==> src/rtl/regbank_wb_arbiter.sv <==
// Round-robin arbiter sharing the register-bank write port among writeback requesters.
// Grants one requester per cycle and drives the bank write port from a registered stage.
module regbank_wb_arbiter #(
  parameter int unsigned NREQ   = 3,
  parameter int unsigned DATA_W = 32,
  parameter int unsigned REG_W  = 5
) (
  input  logic                     clk,
  input  logic                     rst,
  input  logic [NREQ-1:0]          req_valid,
  input  logic [NREQ*REG_W-1:0]    req_reg,
  input  logic [NREQ*DATA_W-1:0]   req_data,
  output logic [NREQ-1:0]          req_grant,
  output logic                     regWrite,
  output logic [REG_W-1:0]         writeReg,
  output logic [DATA_W-1:0]        writeData,
  output logic                     wb_busy
);

  localparam int unsigned LAST_W = (NREQ > 1) ? $clog2(NREQ) : 1;
  localparam logic [LAST_W-1:0] LAST_RST = LAST_W'(NREQ - 1);

  logic [LAST_W-1:0] last_q, last_d;
  logic              regwrite_q, regwrite_d;
  logic [REG_W-1:0]  writereg_q, writereg_d;
  logic [DATA_W-1:0] writedata_q, writedata_d;

  logic [NREQ-1:0]   grant_c;
  logic              found_c;
  logic [REG_W-1:0]  win_reg_c;
  logic [DATA_W-1:0] win_data_c;

  logic [REG_W-1:0]  reg_a  [NREQ];
  logic [DATA_W-1:0] data_a [NREQ];

  // Unpack the flat request buses into per-requester slices.
  for (genvar g = 0; g < NREQ; g++) begin : g_unpack
    assign reg_a[g]  = req_reg[g*REG_W +: REG_W];
    assign data_a[g] = req_data[g*DATA_W +: DATA_W];
  end

  // Search from last+1 upward, wrapping; first valid requester wins.
  always_comb begin : arb_comb
    int unsigned        base;
    logic [LAST_W-1:0]  idx;
    grant_c    = '0;
    found_c    = 1'b0;
    win_reg_c  = '0;
    win_data_c = '0;
    last_d     = last_q;
    base       = 32'(last_q);
    idx        = '0;
    for (int unsigned k = 1; k <= NREQ; k++) begin
      idx = LAST_W'((base + k) % NREQ);
      if (!found_c && !rst && req_valid[idx]) begin
        found_c      = 1'b1;
        grant_c[idx] = 1'b1;
        win_reg_c    = reg_a[idx];
        win_data_c   = data_a[idx];
        last_d       = idx;
      end
    end
  end

  // Writes to register 0 complete the handshake but never enable the bank.
  always_comb begin : out_comb
    regwrite_d  = 1'b0;
    writereg_d  = writereg_q;
    writedata_d = writedata_q;
    if (found_c) begin
      regwrite_d  = (win_reg_c != '0);
      writereg_d  = win_reg_c;
      writedata_d = win_data_c;
    end
  end

  always_ff @(posedge clk) begin
    if (rst) begin
      last_q      <= LAST_RST;
      regwrite_q  <= 1'b0;
      writereg_q  <= '0;
      writedata_q <= '0;
    end else begin
      last_q      <= last_d;
      regwrite_q  <= regwrite_d;
      writereg_q  <= writereg_d;
      writedata_q <= writedata_d;
    end
  end

  assign req_grant = grant_c;
  assign wb_busy   = !rst && (|(req_valid & ~grant_c));
  assign regWrite  = regwrite_q;
  assign writeReg  = writereg_q;
  assign writeData = writedata_q;

endmodule

==> config.mk <==
export PLATFORM = sky130hd
export DESIGN_NAME = regbank_wb_arbiter
export DESIGN_NICKNAME = d
export VERILOG_FILES = /design/src/rtl/regbank_wb_arbiter.sv
export SDC_FILE = /design/constraint.sdc
export NUM_CORES = 1
export LEC_CHECK = 0
export ABC_CLOCK_PERIOD_IN_PS = 4400
export CORE_MARGIN = 2
export CORE_UTILIZATION = 35
export DETAILED_ROUTE_END_ITERATION = 10
export GPL_TIMING_DRIVEN = 0
export PLACE_DENSITY = 0.68
export RECOVER_POWER = 25
export REMOVE_ABC_BUFFERS = 1
export SYNTH_ARGS = -nofsm -noshare
export SYNTH_HDL_FRONTEND = slang
export SYNTH_SLANG_ARGS = --single-unit
==> constraint.sdc <==
create_clock -name clk -period 4.4 [get_ports clk]
set_clock_uncertainty 0.05 [all_clocks]
set_input_delay 0.88 -clock clk [delete_from_list [all_inputs] [get_ports clk]]
set_output_delay 0.88 -clock clk [all_outputs]
set_load 0.05 [all_outputs]
==> results of run 1 <==
-- per-stage QoR --
| step | power (mW) | hold slack (ns) | TNS [ns] | std cells |
|---|---|---|---|---|
| after floorplan | 3.23 | 0.435 | -7.58 | 536 |
| after global placement | 4.34 | 0.377 | -110.98 | 840 |
| after detailed placement | 4.54 | 0.383 | -9.86 | 847 |
| after CTS | 5.12 | 0.392 | 0 | 865 |
| after global routing | 5.42 | 0.409 | 0 | 865 |
| final | 5.15 | 0.386 | 0 | 865 |
-- cell type report --
cell class,instances,area (um2)
Fill cell,1127,5670
Multi-Input combinational cell,493,3350
Timing Repair Buffer,172,1820
Sequential cell,40,801
Tap cell,147,184
Clock buffer,6,129
Clock inverter,2,35.0
Inverter,5,18.8
-- power breakdown --
group	total [mW]	internal, mW	switching [mW]
Clock	0.433	0.268	0.166
Sequential	0.631	0.532	0.0985
Combinational	4.08	1.55	2.53
Total	5.15	2.35	2.80
-- registers in the layout, summed over array words and instances, names as in the netlist --
name and cells:
regWrite 1, writeData 32, writeReg 5, last_q 2
-- cells in the mapped netlist (all sizes together) --
| master | instances | area (um2) |
|---|---|---|
| o31ai | 1 | 7.51 |
| nand4 | 2 | 12.5 |
| inv | 5 | 18.8 |
| nor2 | 59 | 229 |
| o221ai | 2 | 17.5 |
| a221oi | 5 | 43.8 |
| a22o | 6 | 52.6 |
| nand3b | 2 | 15.0 |
| clkbuf | 31 | 119 |
| a21oi | 65 | 325 |
| and4 | 1 | 11.3 |
| nand2 | 91 | 342 |
| o22ai | 18 | 113 |
| mux2i | 112 | 1120 |
| a21o | 3 | 22.5 |
| mux2 | 4 | 45.0 |
| o21ai | 47 | 235 |
| ha | 4 | 50.1 |
| a31o | 1 | 8.76 |
| o21a | 1 | 7.51 |
| a22oi | 1 | 7.51 |
| nand4bb | 1 | 11.3 |
| dfxtp | 40 | 801 |
| o211a | 1 | 10.0 |
| buf | 27 | 143 |
| o31a | 2 | 18.8 |
| a32oi | 3 | 26.3 |
| a222oi | 11 | 110 |
| o211ai | 36 | 270 |
| nor3b | 1 | 12.5 |
| o2bb2ai | 5 | 50.0 |
| nor2b | 3 | 18.8 |
| nor3 | 2 | 15.0 |
| a21boi | 1 | 7.51 |
-- how the worst min path moves through the flow --
| stage | cells after the start | to |
|---|---|---|
| finish | 2 | writeData[19] |
| global route | 2 | writeData[1] |
| CTS | 2 | writeData[19] |
| detailed placement | 2 | writeData[19] |
| global placement | 2 | writeData[1] |
| floorplan | 1 | last_q[0] |
-- layout by cell type, fill, tap and decap left out, drive strengths merged, types with 6 or more instances in the layout --
cell type / n
mux2i: 112
a222oi: 11
nand2: 91
nor2: 59
buf: 15
o211ai: 36
o22ai: 18
dlygate4sd3: 20
o21ai: 47
a21oi: 65
clkdlybuf4s50: 132
dfxtp: 40
clkbuf: 7
a22o: 6
-- tightest hold or removal path: stages (launching register included) --
cell     delay (ns)
dfxtp_1        0.31
nand2_1        0.05
nand2_1        0.04
-- metal layers --
metal | up-vias | GRT usage, % | wire length [um]
met2 | 301 | 44.0 | 8600
li1 | 2463 | - | -
met1 | 2583 | 34.4 | 7730
met3 | 43 | 4.16 | 1500
met4 | 0 | 12.0 | 482
met5 | - | 0 | 0
-- logic make-up (layout without fill, tap and decap cells) --
logic type,after synthesis,count (layout)
compound gates,209,210
buf+inv,63,185
mux,116,116
fa+ha+maj,4,4
simple gates,162,163
flops,40,40
-- what timing repair did --
action                                  4_1_cts  5_1_grt
hold endpoints to repair                      0        0
buffers inserted                              8        0
pin swaps                                     4        1
cloned                                        2        0
endpoints found under the setup margin       13        4
resized for setup                            17        2
==> results_dict.tcl, run 1 <==
set metrics [dict create \
    outcome "finished, final reports clean" \
    path_cells "clkdlybuf4s50_1, mux2i_2, o31a_4, and4_4, a222oi_1, a32oi_1, a21oi_1, clkbuf_4" \
    layout-drive-gt1-share_pct 6.69 \
    cp_max_fo 12 \
    r2r_slack_ns 0.62 \
    grt_pass1_wl_um 27900 \
    path_depth 8 \
    cts_buffers 5 \
    setup_viol_count_final 0 \
    synth.avg_cell_area_um2 7.24 \
    port_buffers 157 \
    crit_end "wb_busy" \
    ys_seq_area_share_pct 18.6 \
    netlist-cell-type-count 43 \
    syn2layout_area_growth_pct 47.6 \
    gr-usage-all-layers_pct 26.7 \
    place_area_um2 6020 \
    grt_pass1_vias 5418 \
    cp_slowest_stage_delay_ns 0.57 \
    hold_start "writeData[19]" \
    route.detailed.drc 0 \
    antenna_found_initial 0 \
    clock_latency_ns 0.29 \
    coreArea_um2 12000 \
    avgRoutedWirePerCell_um 21.2 \
    clockBufferDepth 2 \
    max_slew_margin_pct 34.5 \
    grt_remaining_overflow 0 \
    hp-class "flip-flop to flip-flop" \
    rows 40 \
    wirelength_um 18300 \
    viasPerCell 6.23 \
    path_buf_inv 2 \
    io_pins 158 \
    h-tree-depth 2 \
    synth_xor_area_share_pct 0 \
    yosysWarnings 0 \
    tightestPinTransition_ns 0.980 \
    hold_buffers 0 \
    r2r-end "writeData[3]" \
    path_class "input port to primary output" \
    power_density_nw_per_um2 811 \
    place_ws_ns -1.44 \
    chipWidth_um 115 \
    diodes 0 \
    final-max-slew-violation-count 0 \
    period_share_pct 97.8 \
    synth_seq_cells 40 \
    ir_worst_vdd_mv 0.605 \
    netlist_instances 594 \
    synthAdderAreaFrac_pct 1.16 \
    clockRootBuffer "clkbuf_16" \
    r2r-start "last_q[1]" \
    synth-compound-area-share_pct 31.0 \
    synth_top_family_by_area "compound AO/OA/AOI/OAI gates" \
    slowest_stage "clkdlybuf4s50_1" \
    nets 837 \
    arrival_ns 3.37 \
    dr.first_iter.drc_count 526 \
    synth_area_um2 4300 \
    layout_setup_ws_ns 0.0980 \
    vias 5390 \
    end_kind "primary output" \
    synthMuxAreaShare_pct 27.1 \
    dieArea_um2 13200 \
    layout_min_cycle_time_ns 4.30 \
    r2r_cells 9 \
    fmax_mhz 232 \
    hold_violations 0 \
    post-dp-hpwl_um 11100 \
    first_pass_iters 6 \
    cap_violations 0 \
    crit_family "compound AO/OA/AOI/OAI gates" \
    startpoint_type "input port" \
    p_leak_nw 2.45 \
    final_cell_area_um2 6340 \
    grt_max_degree 55 \
    final_util_pct 52.8 \
    die_h_um 115 \
    crit_path_start "req_valid[0]" \
    cts.sinks 40 \
    clk_pin_slew_ns 0.06 \
    place.gp.congestion 0.821 \
    initial_core_util_pct 35.8 \
    cts_tree "done" \
    ant_nets 0 \
    rsz0062_at_grt "false" \
    synth-simple-area-share_pct 15.5 \
    crit_required_ns 3.47 \
]
Power figures use the tool's default switching activity.
==> run 2: changes to the inputs <==
Settings changed: ABC_CLOCK_PERIOD_IN_PS 4400 to 5400, CORE_UTILIZATION 35 to 50, PLACE_DENSITY 0.68 to 0.92.
Clock period 4.4 ns to 5.4 ns, I/O delays scaled along.
==> run 2 against run 1 <==
  * Combinational power down 24%
  * Global-route usage grew 4.8 points
  * Clock power shrank 53%
  * Register-to-register slack gained 0.49 ns
  * Routed wire length decreased by 13%
  * First-iteration DRC count down 6.7%
  * Setup slack better by 0.064 ns
  * Total power decreased by 26%
  * Cell count fell by 6.5%
  * Sequential share of layout area rose by 0.77 points
  * Core utilization up 20 points
==> results_dict.tcl, run 2 (synthesis gave the netlist of run 1 again) <==
set metrics [dict create \
    cap_violations 0 \
    cp_max_fo 23 \
    cts.sinks 40 \
    coreArea_um2 8260 \
    cts_buffers 5 \
    syn2layout_area_growth_pct 39.2 \
    seqPwrFrac_pct 13.4 \
    dieArea_um2 9350 \
    combinationalPowerShare_pct 81.2 \
    setup_viol_count_final 0 \
    grt_max_degree 67 \
    clockBufferDepth 2 \
    io_pins 158 \
    path_class "flip-flop to primary output" \
    grt_remaining_overflow 0 \
    end_kind "primary output" \
    wl_met3_um 1550 \
    crit_path_start "last_q[1]" \
    rows 33 \
    power_frac_clock_pct 5.3 \
    wirelength_um 16000 \
    post-dp-hpwl_um 10100 \
    crit_required_ns 4.27 \
    max_slew_margin_pct 16.1 \
    r2r-start "last_q[0]" \
    chipWidth_um 96.7 \
    wl_met1_um 6090 \
    avgRoutedWirePerCell_um 19.8 \
    gr-usage-all-layers_pct 31.5 \
    hold_violations 0 \
    ir_worst_vdd_mv 0.652 \
    port_buffers 157 \
    arrival_ns 4.11 \
    ant_nets 0 \
    outcome "finished, final reports clean" \
    nets 824 \
    period_share_pct 97.0 \
    layout_min_cycle_time_ns 5.24 \
    h-tree-depth 2 \
    power.switching_mw 2.14 \
    p_int_mw 1.67 \
    diodes 0 \
    wl_met2_um 7810 \
    p_leak_nw 2.32 \
    hold_start "writeData[0]" \
    dr.first_iter.drc_count 491 \
    final_cell_mix "clkdlybuf4s50_1 (134), mux2i_1 (112), nand2_1 (91)" \
    hold_slack_ns 0.389 \
    antenna_found_initial 0 \
    final_common_cell "clkdlybuf4s50_1" \
    tightestPinTransition_ns 1.26 \
    fmax_mhz 191 \
    hp-class "flip-flop to flip-flop" \
    place.gp.congestion 0.819 \
    power_density_nw_per_um2 636 \
    top_layer_used "met4" \
    switching_share_pct 56.2 \
    vias 5412 \
    startpoint_type "flip-flop" \
    clockRootBuffer "clkbuf_8" \
    die_h_um 96.7 \
    clk_pin_slew_ns 0.08 \
    route.detailed.drc 0 \
    first_pass_iters 6 \
    grt_pass1_vias 5290 \
    clock_latency_ns 0.29 \
    cts_tree "done" \
    rsz0062_at_grt "false" \
    power_mw 3.81 \
    initial_core_util_pct 52.0 \
    layout-drive-gt1-share_pct 4.26 \
    grt_pass1_wl_um 25100 \
    viasPerCell 6.69 \
    final-max-slew-violation-count 0 \
    largest_reg_flops 32 \
]
-- run 2: changes by cell type in the layout (fill, tap and decap cells not counted), moves of 2 or more --
cell             previous run  this run
buf_16                      4         1
clkbuf_16                   5         0
clkdlybuf4s50_1           132       134
dlygate4sd2_1               3         1
buf_8                       2         0
buf_4                       5         0
clkbuf_8                    0         5
buf_12                      4         2
-- run 2: stage by stage --
step	setup TNS, ns	instances	util (%)	setup slack [ns]	instance area, um2
after floorplan	-0.412	536	-	-0.412	4040
after global placement	-48.11	798	69.5	-2.44	5740
after detailed placement	-2.51	801	71.0	-0.719	5860
after CTS	0	809	72.3	0.0170	5970
after global routing	0	809	72.4	0.0253	5980
final	0	809	72.4	0.162	5980
-- run 2: final cells by class --
cell class,count,area (um2)
clock buffers,6,72.6
clock inverters,1,5.00
fillers,665,2280
inverters,5,18.8
multi-input cells,492,3320
flip-flops and latches,40,801
well taps,105,131
repair buffers,160,1640
-- run 2: per-layer routing --
layer  global-route usage (%)  up-vias
li1                         -     2429
met1                     38.5     2553
met2                     54.4      379
met3                     4.99       51
met4                     13.7        0
met5                        0        -
-- run 2: critical path, stage by stage, from the launching register on --
cell	delay (ns)
dfxtp_1	0.37
inv_1	0.18
ha_4	0.45
buf_12	0.27
mux2i_1	0.49
o31a_4	0.38
and4_4	0.48
a222oi_1	0.19
inv_1	0.11
clkdlybuf4s50_1	0.87
-- run 2: final timing paths --
kind	depth (start not counted)	to	slack, ns
worst min register to register	2	writeData[0]	0.39
worst max register to register	9	writeData[18]	1.11
worst min-delay path	2	writeData[0]	0.39
worst max-delay path	9	req_grant[2]	0.16
-- run 2: power groups by stage --
| stage | Clock [mW] | Sequential [mW] | Combinational, mW |
|---|---|---|---|
| 3_3_place_gp | 0 | 0.506 | 2.94 |
| 4_1_cts | 0.200 | 0.512 | 3.05 |
| 6_report | 0.203 | 0.512 | 3.09 |
| 2_1_floorplan | 0 | 0.926 | 1.71 |
| 5_1_grt | 0.212 | 0.527 | 3.27 |
| 3_5_place_dp | 0 | 0.514 | 3.03 |
-- run 2: repair_timing --
action	in CTS	in global routing
setup endpoints to repair	4	4
gates cloned	1	0
resized for setup	6	4
setup buffers	0	0
hold endpoints to repair	0	0
hold buffers	0	0
==> run 3: changes to the inputs <==
Settings changed: CORE_ASPECT_RATIO set to 0.75, SKIP_LAST_GASP set to 1.
==> run 3 against run 2 <==
  * Flip-flop and latch count did not move
  * Sequential share of layout area fell by 0.19 points
  * Cell count rose by 0.49%
  * Worst hold slack got worse by 0.0010 ns
  * Total power rose by 3.8%
  * Routed wire length rose by 4.7%
  * Clock power rose by 53%
  * Combinational power rose by 1%
  * Count of clock-buffer cells in the layout rose by 2
  * Non-clock buffer count did not move
  * Critical endpoint is now req_grant[1]
==> results_dict.tcl, run 3 (synthesis gave the netlist of run 1 again) <==
set metrics [dict create \
    arrival_ns 4.13 \
    dieArea_um2 9360 \
    final-max-slew-violation-count 0 \
    min_to "writeData[30]" \
    combinationalPowerShare_pct 79.1 \
    ant_nets 0 \
    rsz0062_at_grt "false" \
    layout-drive-gt1-share_pct 4.26 \
    clk_pin_slew_ns 0.06 \
    io_pins 158 \
    viasPerCell 6.81 \
    seqPwrFrac_pct 13.0 \
    rows 29 \
    port_buffers 157 \
    hold_violations 0 \
    dr.first_iter.drc_count 738 \
    power.switching_mw 2.17 \
    vias 5533 \
    cts.sinks 40 \
    place.gp.congestion 0.753 \
    p_int_mw 1.78 \
    h-tree-depth 2 \
    final_common_cell "clkdlybuf4s50_1" \
    diodes 0 \
    post-dp-hpwl_um 10700 \
    hold_start "writeData[30]" \
    coreArea_um2 8420 \
    ir_worst_vdd_mv 0.536 \
    wirelength_um 16700 \
    slowest_stage "clkdlybuf4s50_1" \
    path_cells "inv_1, ha_4, buf_16, mux2i_1, o31a_4, and4_4, a22oi_1, nand2_1, clkdlybuf4s50_1" \
    hold_buffers 0 \
    end_kind "primary output" \
    setup_viol_count_final 0 \
    period_share_pct 97.4 \
    cp_slowest_stage_delay_ns 0.85 \
    fmax_mhz 190 \
    startpoint_type "flip-flop" \
    nets 824 \
    r2r-end "writeData[3]" \
    grt_max_degree 71 \
    r2r_cells 9 \
    antenna_found_initial 0 \
    chipWidth_um 111 \
    clock_latency_ns 0.28 \
    first_pass_iters 6 \
    power_frac_clock_pct 7.8 \
    initial_core_util_pct 51.1 \
    whs_path_depth 2 \
    r2r-start "last_q[1]" \
    final_cells 813 \
    crit_required_ns 4.27 \
    path_buf_inv 3 \
    cp_max_fo 26 \
    largest_reg_flops 32 \
    die_h_um 84.3 \
    p_leak_nw 2.33 \
    power_density_nw_per_um2 652 \
    clockBufferDepth 2 \
    crit_path_start "last_q[1]" \
    layout_min_cycle_time_ns 5.26 \
    r2r_slack_ns 1.07 \
    path_class "flip-flop to primary output" \
    outcome "finished, final reports clean" \
    fill_cells 698 \
    grt_pass1_vias 5663 \
    dp_cells 804 \
    route.detailed.drc 0 \
    cts_tree "done" \
    grt_remaining_overflow 0 \
    switching_share_pct 55.0 \
    clockRootBuffer "clkbuf_16" \
    tns_ns 0 \
    gr-usage-all-layers_pct 33.9 \
    hp-class "flip-flop to flip-flop" \
    max_slew_margin_pct 12.6 \
    tightestPinTransition_ns 1.31 \
    crit_family "buffers and inverters" \
    final_cell_mix "clkdlybuf4s50_1 (135), mux2i_1 (112), nand2_1 (91)" \
    place_ws_ns -0.801 \
    cap_violations 0 \
    grt_pass1_wl_um 26800 \
    cts_buffers 5 \
    syn2layout_area_growth_pct 41.1 \
    layout_setup_ws_ns 0.142 \
    avgRoutedWirePerCell_um 20.6 \
]
[run 3: cell types whose count changed in the layout (fill, tap and decap cells not counted), sizes merged]
cell           before  now
clkdlybuf4s50     134  135
dlymetal6s2s        1    0
clkbuf              7    9
clkinv              1    0
[run 3: worst max-delay path by stage]
stage              endpoint  slack (ns)  depth (start not counted)
2_1_floorplan       wb_busy       -0.41                          8
3_3_place_gp        wb_busy       -2.37                          7
3_5_place_dp        wb_busy       -0.80                          8
4_1_cts        req_grant[1]        0.01                          7
5_1_grt        req_grant[1]       0.003                          9
6_report       req_grant[1]        0.14                          9
[run 3: repair_timing]
item,4_1_cts,5_1_grt
cloned,1,0
resized for setup,6,3
setup buffers,0,0
pin swaps,0,0
setup endpoints to repair,4,4
[run 3: power by group through the flow]
stage / logic (mW) / clock network (mW) / registers, mW
floorplan: 1.71 / 0 / 0.926
global placement: 2.93 / 0 / 0.508
detailed placement: 3.06 / 0 / 0.515
CTS: 3.08 / 0.307 / 0.513
global route: 3.31 / 0.321 / 0.525
finish: 3.13 / 0.310 / 0.516
[run 3: worst register-to-register path, cell delays in order, from the launching register on]
cell and delay [ns]:
dfxtp_1 0.35, inv_1 0.17, ha_4 0.52, buf_16 0.25, mux2i_1 0.51, o31ai_4 0.29, a21oi_1 1.08, a21boi_1 0.64
a222oi_1 0.23, a21oi_1 0.18
[run 3: layout make-up]
type,count,area [um2],area share [%]
Sequential cell,40,801,13.2
Tap cell,108,135,2.23
Clock buffer,8,146,2.41
Inverter,5,18.8,0.309
Timing Repair Buffer,160,1650,27.2
Multi-Input combinational cell,492,3320,54.7
[run 3: metal layers]
layer	part of all wire [%]	up-vias	global-route usage (%)	wire [um]
li1	-	2433	-	-
met1	39	2615	41.0	6610
met2	48	398	58.9	7980
met3	8.7	87	4.55	1460
met4	4.1	0	18.3	688
met5	0	-	0	0
[run 3: through the flow]
step / cell area (um2) / hold WS, ns / util [%] / power (mW)
2_1_floorplan: 4040 / 0.435 / - / 2.63
3_3_place_gp: 5740 / 0.379 / 68.2 / 3.44
3_5_place_dp: 5880 / 0.381 / 69.9 / 3.57
4_1_cts: 6060 / 0.390 / 72.0 / 3.90
5_1_grt: 6070 / 0.408 / 72.1 / 4.16
6_report: 6070 / 0.388 / 72.1 / 3.95
